--- config.mk ---
export PLATFORM = sky130hd
export DESIGN_NAME = npc_lsu
export DESIGN_NICKNAME = d
export VERILOG_FILES = /design/src/rtl/npc_pkg.sv /design/src/rtl/npc_lsu_align.sv /design/src/rtl/npc_lsu.sv
export SDC_FILE = /design/constraint.sdc
export NUM_CORES = 1
export LEC_CHECK = 0
export ABC_CLOCK_PERIOD_IN_PS = 2300
export BUFFER_PORTS_ARGS = -buffer_cell sky130_fd_sc_hd__buf_2
export CAP_MARGIN = 20
export CELL_PAD_IN_SITES_DETAIL_PLACEMENT = 1
export CELL_PAD_IN_SITES_GLOBAL_PLACEMENT = 2
export CORE_ASPECT_RATIO = 0.75
export CORE_UTILIZATION = 23
export CTS_CLUSTER_DIAMETER = 80
export DETAILED_ROUTE_END_ITERATION = 16
export GPL_TIMING_DRIVEN = 0
export PLACE_DENSITY = 0.73
export SETUP_SLACK_MARGIN = 0.15
export SYNTH_ARGS = -nofsm -noshare
export SYNTH_HDL_FRONTEND = slang
export SYNTH_SLANG_ARGS = --single-unit
--- constraint.sdc ---
create_clock -name clk -period 2.3 [get_ports clk]
set_input_delay 0.46 -clock clk [delete_from_list [all_inputs] [get_ports clk]]
set_output_delay 0.46 -clock clk [all_outputs]
set_load 0.01 [all_outputs]
--- src/rtl/npc_pkg.sv ---
// Shared NPC core definitions: LSU FSM state encoding and load/store funct3 codes.
package npc_pkg;

   typedef enum logic [1:0] {
      LsuIdle,
      LsuReq,
      LsuWait,
      LsuResp
   } lsu_state_e;

   localparam logic [2:0] F3Lb  = 3'b000;
   localparam logic [2:0] F3Lh  = 3'b001;
   localparam logic [2:0] F3Lw  = 3'b010;
   localparam logic [2:0] F3Ld  = 3'b011;
   localparam logic [2:0] F3Lbu = 3'b100;
   localparam logic [2:0] F3Lhu = 3'b101;
   localparam logic [2:0] F3Lwu = 3'b110;
   localparam logic [2:0] F3Sb  = 3'b000;
   localparam logic [2:0] F3Sh  = 3'b001;
   localparam logic [2:0] F3Sw  = 3'b010;
   localparam logic [2:0] F3Sd  = 3'b011;

   // Access size in bytes from funct3[1:0].
   function automatic logic [3:0] size_bytes(input logic [1:0] size);
      return 4'd1 << size;
   endfunction

endpackage

--- src/rtl/npc_lsu_align.sv ---
// Combinational lane logic for the LSU: store shift/mask, load extract/extend,
// and illegal/misaligned detection.
module npc_lsu_align
   import npc_pkg::*;
#(
   parameter int unsigned XLEN   = 32,
   parameter int unsigned LANE_W = 2
) (
   input  logic [2:0]        funct3,
   input  logic [LANE_W-1:0] lane,
   input  logic              we,
   input  logic [XLEN-1:0]   wdata,
   input  logic [XLEN-1:0]   rdata,
   output logic [XLEN/8-1:0] wmask,
   output logic [XLEN-1:0]   wdata_sh,
   output logic [XLEN-1:0]   rdata_ext,
   output logic              err
);

   localparam int unsigned NBytes = XLEN / 8;

   logic [3:0]        nbytes;
   logic              illegal;
   logic              misaligned;
   logic [NBytes-1:0] base_mask;
   logic [XLEN-1:0]   rshift;
   logic [XLEN-1:0]   keep;
   logic              sign;

   always_comb begin
      nbytes  = size_bytes(funct3[1:0]);
      illegal = 1'b0;
      if (we) begin
         case (funct3)
            F3Sb, F3Sh, F3Sw: illegal = 1'b0;
            F3Sd:             illegal = (XLEN == 32);
            default:          illegal = 1'b1;
         endcase
      end else begin
         case (funct3)
            F3Lb, F3Lh, F3Lw, F3Lbu, F3Lhu: illegal = 1'b0;
            F3Ld, F3Lwu:                    illegal = (XLEN == 32);
            default:                        illegal = 1'b1;
         endcase
      end
      // Size is a power of two, so the low lane bits must be clear.
      misaligned = |(lane & LANE_W'(nbytes - 4'd1));
      err        = illegal | misaligned;
   end

   always_comb begin
      base_mask = NBytes'((16'd1 << nbytes) - 16'd1);
      wmask     = base_mask << lane;
      wdata_sh  = wdata << {lane, 3'b000};
   end

   // keep selects the access-size low bits; its top set bit marks the sign bit.
   always_comb begin
      rshift    = rdata >> {lane, 3'b000};
      keep      = ~({XLEN{1'b1}} << {nbytes, 3'b000});
      sign      = |(rshift & keep & ~(keep >> 1));
      rdata_ext = (rshift & keep) | ({XLEN{sign & ~funct3[2]}} & ~keep);
   end

endmodule

--- src/rtl/npc_lsu.sv ---
// Multi-cycle load/store unit: IDLE -> REQ -> WAIT -> RESP, with an error
// shortcut from IDLE straight to RESP for illegal or misaligned accesses.
module npc_lsu
   import npc_pkg::*;
#(
   parameter int unsigned XLEN   = 32,
   parameter int unsigned ADDR_W = 32
) (
   input  logic              clk,
   input  logic              rst,
   input  logic              req_valid,
   output logic              req_ready,
   input  logic              req_we,
   input  logic [2:0]        req_funct3,
   input  logic [ADDR_W-1:0] req_addr,
   input  logic [XLEN-1:0]   req_wdata,
   output logic              resp_valid,
   output logic [XLEN-1:0]   resp_rdata,
   output logic              resp_err,
   output logic              mem_req_valid,
   input  logic              mem_req_ready,
   output logic              mem_we,
   output logic [ADDR_W-1:0] mem_addr,
   output logic [XLEN-1:0]   mem_wdata,
   output logic [XLEN/8-1:0] mem_wmask,
   input  logic              mem_resp_valid,
   input  logic [XLEN-1:0]   mem_rdata
);

   localparam int unsigned NBytes = XLEN / 8;
   localparam int unsigned LaneW  = $clog2(NBytes);

   lsu_state_e        state;
   logic              we_q;
   logic [2:0]        funct3_q;
   logic [LaneW-1:0]  lane_q;

   logic              idle;
   logic [2:0]        a_funct3;
   logic [LaneW-1:0]  a_lane;
   logic              a_we;
   logic [NBytes-1:0] a_wmask;
   logic [XLEN-1:0]   a_wdata;
   logic [XLEN-1:0]   a_rdata;
   logic              a_err;

   assign idle      = (state == LsuIdle);
   assign req_ready = idle;

   // In IDLE the aligner judges the incoming request; later it extracts load data.
   assign a_funct3 = idle ? req_funct3 : funct3_q;
   assign a_lane   = idle ? req_addr[LaneW-1:0] : lane_q;
   assign a_we     = idle ? req_we : we_q;

   npc_lsu_align #(
      .XLEN   (XLEN),
      .LANE_W (LaneW)
   ) u_align (
      .funct3    (a_funct3),
      .lane      (a_lane),
      .we        (a_we),
      .wdata     (req_wdata),
      .rdata     (mem_rdata),
      .wmask     (a_wmask),
      .wdata_sh  (a_wdata),
      .rdata_ext (a_rdata),
      .err       (a_err)
   );

   always_ff @(posedge clk) begin
      if (!rst) begin
         state         <= LsuIdle;
         we_q          <= 1'b0;
         funct3_q      <= 3'b000;
         lane_q        <= '0;
         resp_valid    <= 1'b0;
         resp_rdata    <= '0;
         resp_err      <= 1'b0;
         mem_req_valid <= 1'b0;
         mem_we        <= 1'b0;
         mem_addr      <= '0;
         mem_wdata     <= '0;
         mem_wmask     <= '0;
      end else begin
         case (state)
            LsuIdle: begin
               if (req_valid) begin
                  we_q     <= req_we;
                  funct3_q <= req_funct3;
                  lane_q   <= req_addr[LaneW-1:0];
                  if (a_err) begin
                     state      <= LsuResp;
                     resp_valid <= 1'b1;
                     resp_err   <= 1'b1;
                     resp_rdata <= '0;
                  end else begin
                     state         <= LsuReq;
                     mem_req_valid <= 1'b1;
                     mem_we        <= req_we;
                     mem_addr      <= req_addr & ~ADDR_W'(NBytes - 1);
                     mem_wdata     <= a_wdata;
                     mem_wmask     <= a_wmask;
                  end
               end
            end
            LsuReq: begin
               if (mem_req_ready) begin
                  mem_req_valid <= 1'b0;
                  state         <= LsuWait;
               end
            end
            LsuWait: begin
               if (mem_resp_valid) begin
                  state      <= LsuResp;
                  resp_valid <= 1'b1;
                  resp_err   <= 1'b0;
                  resp_rdata <= we_q ? '0 : a_rdata;
               end
            end
            LsuResp: begin
               resp_valid <= 1'b0;
               state      <= LsuIdle;
            end
            default: state <= LsuIdle;
         endcase
      end
   end

endmodule
After elaboration in Yosys (flattened, before gate mapping). Cells that the tools add are included.

$add $sub $neg: 2. Equal/unequal tests: 12. Shift operators: 6. Mux-type cells: 26. Bitwise operators: 12. Reduce and logical (&&, ||, !) cells: 15.

Operators by type and width (count): $mux 32 (4); $and 32x32->32 (3); $not 32->32 (2); $pmux 32 s2 (1); $not 31->32 (1); $or 32x32->32 (1); $reduce_or 32->1 (1); $shl 32x5->32 (1); $shl 32x7->32 const A (1); $shr 32x5->32 (1); $reduce_and 4->1 (3); $mux 1 (11); $mux 2 (5); $ne 2x2->1 const B (4); $pmux 2 s4 (1); $eq 3x3->1 const B (2); $reduce_and 3->1 (2); $reduce_or 5->1 (1); $eq 2x2->1 const B (2); $pmux 1 s2 (2); $reduce_bool 2->1 (2); $shl 1x2->4 const A (1); $shl 1x4->4 const A (1); $shl 4x2->4 (1); 18 further kinds (19).

Bits in registers: 110. Word-level logic and storage cells: 85.

Logic depth before layout (Yosys ltp).
Word-level depth: 14. Depth in mapped cells: 10.

Hierarchy. A second synthesis with hierarchy kept.

Cells, all modules: 703. Area total of the unflattened synthesis: 5699.2 um^2.

By module, submodules not included: npc_lsu (instances 1, cells an instance 510, area an instance 4464.3 um^2, seq. area each 2202.1 um^2); npc_lsu_align (instances 1, cells an instance 193, area an instance 1234.9 um^2, seq. area each 0.0 um^2).

Worst setup path after synthesis. OpenSTA, ideal clock, no wires.

Kind: register to register. From: register state[0]. To: register resp_rdata[24]. Setup time: 122 ps. Arrival time: 2122 ps. Required time: 2178 ps. Setup slack: 57 ps. Cell stages (with the launch flop): 8. Cell sequence: dfxtp_1 inv_1 ha_1 mux2i_2 mux2i_1 o22ai_1 o311a_4 a221o_1.

Word-level cells in the longest chain between the ends: 14. Elaborated cells on any way between the ends: 40.

Ends and longest elaborated chain: start: declaration (RTL line npc_lsu.sv:33) `lsu_state_e state;`; start signal: assignment (RTL line npc_lsu.sv:72) `state <= LsuIdle;`; start signal: assignment (RTL line npc_lsu.sv:92) `state <= LsuResp;`; start signal: assignment (RTL line npc_lsu.sv:97) `state <= LsuReq;`; $logic_not 2->1 * (RTL line npc_lsu.sv:47) `assign idle = (state == LsuIdle);`; named net req_ready (RTL line npc_lsu.sv:12) `output logic req_ready,`; $mux 3 (RTL line npc_lsu.sv:51) `assign a_funct3 = idle ? req_funct3 : funct3_q;`; $shl 1x2->4 (RTL line npc_pkg.sv:25) `return 4'd1 << size;`; $shl 32x7->32 (RTL line npc_lsu_align.sv:60) `keep = ~({XLEN{1'b1}} << {nbytes, 3'b000});`; $not 32->32 (RTL line npc_lsu_align.sv:60); $and 32x32->32 or $not 31->32 (tied branches) (RTL line npc_lsu_align.sv:61, npc_lsu_align.sv:62); $and 32x32->32 (RTL line npc_lsu_align.sv:61) `sign = |(rshift & keep & ~(keep >> 1));`; $reduce_or 32->1 (RTL line npc_lsu_align.sv:61); $and 1x1->1 (RTL line npc_lsu_align.sv:62) `rdata_ext = (rshift & keep) | ({XLEN{sign & ~funct3[2]}} & ~keep);`; $and 32x32->32 (RTL line npc_lsu_align.sv:62); $or 32x32->32 (RTL line npc_lsu_align.sv:62); $mux 32 (RTL line npc_lsu.sv:117) `resp_rdata <= we_q ? '0 : a_rdata;`; $mux 32 (RTL line npc_lsu.sv:113) `if (mem_resp_valid) begin`; $pmux 32 s2 (RTL line npc_lsu.sv:85) `case (state)`; end signal: assignment (RTL line npc_lsu.sv:117); end: declaration (RTL line npc_lsu.sv:18) `output logic [XLEN-1:0] resp_rdata,`.

The timed path passes the listed nets; every way through them passes the cells marked *. The select of a mux whose other input is x is not followed. A chain may end at the register's enable or synchronous reset.

Final worst setup path.
From: register state[1]. To: register resp_rdata[26].

Word-level cells in the longest chain between the ends: 14. Elaborated cells on any way between the ends: 40.

Ends and longest elaborated chain (RTL line): $logic_not 2->1 (npc_lsu.sv:47, npc_lsu.sv:85); $mux 3 (npc_lsu.sv:51); $shl 1x2->4 (npc_pkg.sv:25); $shl 32x7->32 (npc_lsu_align.sv:60); $not 32->32 (npc_lsu_align.sv:60); $and 32x32->32 or $not 31->32 (tied branches) (npc_lsu_align.sv:61, npc_lsu_align.sv:62); $and 32x32->32 (npc_lsu_align.sv:61); $reduce_or 32->1 (npc_lsu_align.sv:61); $and 1x1->1 (npc_lsu_align.sv:62); $and 32x32->32 (npc_lsu_align.sv:62); $or 32x32->32 (npc_lsu_align.sv:62); $mux 32 (npc_lsu.sv:117); $mux 32 (npc_lsu.sv:113); $pmux 32 s2 (npc_lsu.sv:85).

Several ways; a longest one is shown, not always the timed one. The select of a mux whose other input is x is not followed.

==> metrics.md <==
| Metric | Value |
|---|---|
| Floorplan die height | `130 microns` |
| Avg Vias per Cell | `4.69` |
| Final min period | `2.20 ns` |
| Outcome | `finished, final reports clean` |
| Total CTS buffers | `9` |
| GR Overflow Total | `0` |
| Pin count of the biggest net entering global routing | `19` |
| Worst Path Required | `2.55 ns` |
| Crit-path max FO | `8` |
| Avg Synthesized Cell Area | `8.04 sq um` |
| GR met1 Demand/Resource | `27.2%` |
| Data arrival time at the worst-slack endpoint | `2.45 ns` |
| Global routing met3 resource utilization | `4.82%` |
| CTS hold repair buffers | `0` |
| Final period utilization | `95.7%` |
| Class of the tightest hold or removal check | `in2reg` |
| Starting density of the core | `23.6%` |
| Clock insertion delay at the later pin of the skew report | `0.36 ns` |
| Longest individual stage delay on the worst path | `0.43 ns` |
| Hold Startpoint | `req_addr[2]` |
| Net count of the finished layout | `966` |
| Count of cell types in the netlist | `46` |
| Async S/R FF share, synth | `0%` |
| CTS Root Buffer Type | `sky130_fd_sc_hd__clkbuf_16` |
| First-pass GRT wire length | `31400 microns` |
| Final design instance area without fill | `0.00708 sq mm` |
| Routed via count | `5381` |
| Leading register cell type out of synthesis | `sky130_fd_sc_hd__dfxtp_1` |
| Antenna violations before repair | `1` |
| Number of synthesized register bits | `110` |
| Avg WL per Cell | `18.7 microns` |
| Clock-pin slew on the worst setup and hold paths | `0.08 ns` |
| Final Max Tran Viols | `0` |
| Number of warnings printed during yosys synthesis | `0` |
| Power Density | `976 mW/mm^2` |
| Synth Cell Area | `0.00501 sq mm` |
| Actual transition at the worst max-transition pin | `0.698 ns` |
| Tot GR Track Use | `18.9%` |
| Max-Slew Margin vs Limit | `53.5%` |
| Placeable core region | `0.0212 sq mm` |
| Number of global-route vias before repair | `5252` |
| Synth-to-Final Area Change | `41.5%` |
| Unrepaired setup endpoints after global routing | `true` |
| Filler cell count | `2588` |
| Met2 usage in global routing | `28.4%` |
| Stages on worst setup path | `8` |
| Number of endpoints with negative hold slack in the final report | `0` |
| Buffers & Inverters on Critical Path | `2` |
| Setup Viol. Count Final | `0` |
| Cell leakage power | `3.11 nW` |
| Diodes inserted | `0` |
| Kind of end point of the critical path | `flip-flop` |
| Number of cells on the worst reg-to-reg path | `8` |
| Final instance count without filler cells | `1148` |
| Number of instances in the synthesized netlist | `623` |
| Maximum clock skew at final layout | `0.00973 ns` |
| VDD IR-drop max | `0.000353 V` |
| Kind of start point of the critical path | `flip-flop` |
| RD Place Congestion | `0.788` |
| DRC violation total after the first TritonRoute iteration | `265` |
| H-Tree Level Count | `3` |
| Clock tree sinks | `110` |
| Top Family by Delay on Critical Path | `compound AO/OA/AOI/OAI gates` |
| Maximum number of buffers from clock root to sink | `2` |
| Fraction of layout instances using a drive strength above 1 | `35.1%` |
| Length of the first detailed-routing pass in iterations | `4` |
| Num rows | `46` |
| Maxcap violations | `0` |
| Die X | `172 microns` |
| Number of instances on the worst hold path | `3` |
| Busiest layer in global routing | `met2` |
| Number of cells after detailed placement | `1118` |
| CP Launch Point | `state[1]$_SDFFE_PN0P_` |
| R2R Path Start | `state[1]$_SDFFE_PN0P_` |
| Cell with the largest stage delay on the worst path | `sky130_fd_sc_hd__o311a_4` |
| HPWL after detailed placement | `16200 microns` |
| F_max | `454 MHz` |
| Drt total wl | `21500 microns` |
| Share of the yosys chip area belonging to registers | `44.0%` |
| DRC violation count after routing | `0` |
| Count of buffers inserted at the top-level ports | `206` |
| Placed cell areas | `0.00642 sq mm` |
| Total Die Area | `0.0224 sq mm` |
| Worst Setup Path Type | `reg2reg` |
| Critical path, cell by cell | `inv_4 -> ha_4 -> mux2_4 -> buf_8 -> mux2i_4 -> o22ai_4 -> o311a_4 -> a221o_1` |
| Number of enable flip-flop cells after synthesis | `0` |
| Clock tree from TritonCTS | `yes` |
| Antenna violation net count after detailed routing | `0` |
| Top Ports | `210` |
-- worst reg2reg max path: stages (launching register included) --
cell and delay (ns):
sky130_fd_sc_hd__dfxtp_4 0.37, sky130_fd_sc_hd__inv_4 0.06, sky130_fd_sc_hd__ha_4 0.17, sky130_fd_sc_hd__mux2_4 0.32
sky130_fd_sc_hd__buf_8 0.14, sky130_fd_sc_hd__mux2i_4 0.20, sky130_fd_sc_hd__o22ai_4 0.12, sky130_fd_sc_hd__o311a_4 0.43
sky130_fd_sc_hd__a221o_1 0.28
-- repair_timing --
item                                    CTS  global route
gates cloned                              0             0
resized for setup                        37            35
pin swaps                                 6            12
hold endpoints to repair                  0             0
endpoints found under the setup margin  104            98
setup buffers                             8             7
-- cells in the mapped netlist (2+ instances only) --
cell	count	area [sq um]
sky130_fd_sc_hd__a22o_1	8	70.1
sky130_fd_sc_hd__and4_1	2	17.5
sky130_fd_sc_hd__a211oi_1	8	60.1
sky130_fd_sc_hd__buf_4	5	37.5
sky130_fd_sc_hd__nor3_1	26	130
sky130_fd_sc_hd__buf_1	7	26.3
sky130_fd_sc_hd__ha_1	5	62.6
sky130_fd_sc_hd__mux2i_1	29	290
sky130_fd_sc_hd__mux2_2	2	22.5
sky130_fd_sc_hd__a221o_1	8	80.1
sky130_fd_sc_hd__inv_1	4	15.0
sky130_fd_sc_hd__nor2b_1	2	12.5
sky130_fd_sc_hd__o21ai_0	3	15.0
sky130_fd_sc_hd__clkbuf_1	26	97.6
sky130_fd_sc_hd__mux2_4	2	30.0
sky130_fd_sc_hd__o211ai_1	19	143
sky130_fd_sc_hd__a311oi_1	2	17.5
sky130_fd_sc_hd__nand3_1	38	190
sky130_fd_sc_hd__buf_2	10	50.1
sky130_fd_sc_hd__a32o_1	8	80.1
sky130_fd_sc_hd__nand2_1	169	634
sky130_fd_sc_hd__dfxtp_1	110	2200
sky130_fd_sc_hd__a21oi_1	78	390
sky130_fd_sc_hd__nor2_1	30	113
-- flip-flops by register name (all words and copies together) (netlist names), 2 cells and up --
| signal | count |
|---|---|
| funct3_q | 3 |
| lane_q | 2 |
| state | 2 |
| mem_addr | 30 |
| resp_rdata | 32 |
| mem_wdata | 32 |
| mem_wmask | 4 |
-- report_power, final --
group          total, mW  internal, mW  leakage, nW  switching, mW
registers           2.26          2.12        0.893          0.142
logic               3.01          1.18         2.07           1.83
clock network       1.64         0.853        0.147          0.788
-- routing by layer --
| metal | share of wire, % | vias to the layer above |
|---|---|---|
| li1 | - | 2639 |
| met1 | 51 | 2574 |
| met2 | 42 | 151 |
| met3 | 6.3 | 15 |
| met4 | 0.69 | 2 |
| met5 | 0.061 | - |
-- cell families (layout without fill, tap and decap cells) --
group / after synthesis / after routing / share of synthesized area, %
buffers and inverters: 54 / 290 / 4.82
other: 1 / 2 / 0.0749
multiplexers: 34 / 34 / 7.12
AO/OA/AOI/OAI: 146 / 146 / 19.8
AND/OR/NAND/NOR: 273 / 273 / 22.9
adder cells (fa/ha/maj): 5 / 5 / 1.25
flip-flops: 110 / 110 / 44.0
-- per-stage QoR --
stage	TNS, ns	power (mW)	setup slack [ns]	hold slack, ns	utilization [%]
2_1_floorplan	0	3.91	0.159	0.431	-
3_3_place_gp	-18.88	4.88	-0.333	0.440	30.2
3_5_place_dp	-20.08	4.89	-0.339	0.443	30.2
4_1_cts	0	6.76	0.112	0.313	32.5
5_1_grt	0	7.30	0.0504	0.326	33.4
6_report	0	6.91	0.0980	0.328	33.4
-- final timing paths --
kind / end / slack, ns
setup / recovery: resp_rdata[26]$_SDFFE_PN0P_ / 0.1
hold / removal: mem_addr[2]$_SDFFE_PN0P_ / 0.33
setup reg to reg: resp_rdata[26]$_SDFFE_PN0P_ / 0.1
hold reg to reg: mem_wdata[7]$_SDFFE_PN0P_ / 0.45
-- cell usage in the layout, fill, tap and decap left out, types with 7 or more instances in the layout --
cell,count
sky130_fd_sc_hd__a211oi_1,8
sky130_fd_sc_hd__a21oi_1,77
sky130_fd_sc_hd__a221o_1,8
sky130_fd_sc_hd__a22o_1,8
sky130_fd_sc_hd__a32o_1,8
sky130_fd_sc_hd__buf_2,217
sky130_fd_sc_hd__buf_4,20
sky130_fd_sc_hd__clkbuf_1,15
sky130_fd_sc_hd__clkbuf_16,9
sky130_fd_sc_hd__clkbuf_2,10
sky130_fd_sc_hd__dfxtp_1,108
sky130_fd_sc_hd__mux2i_1,18
sky130_fd_sc_hd__mux2i_4,7
sky130_fd_sc_hd__nand2_1,169
sky130_fd_sc_hd__nand3_1,38
sky130_fd_sc_hd__nor2_1,27
sky130_fd_sc_hd__nor3_1,26
sky130_fd_sc_hd__o211ai_1,19
-- final cells by class --
cell class / instances / area [sq um] / area share (%)
Clock inverter: 6 / 70.1 / 0.989
Multi-Input combinational cell: 460 / 2760 / 38.9
Buffer: 49 / 283 / 3.99
Timing Repair Buffer: 221 / 1160 / 16.3
Clock buffer: 9 / 225 / 3.18
Sequential cell: 110 / 2210 / 31.2
Tap cell: 288 / 360 / 5.09
Inverter: 5 / 23.8 / 0.336
(Power assumes the default switching activity.)
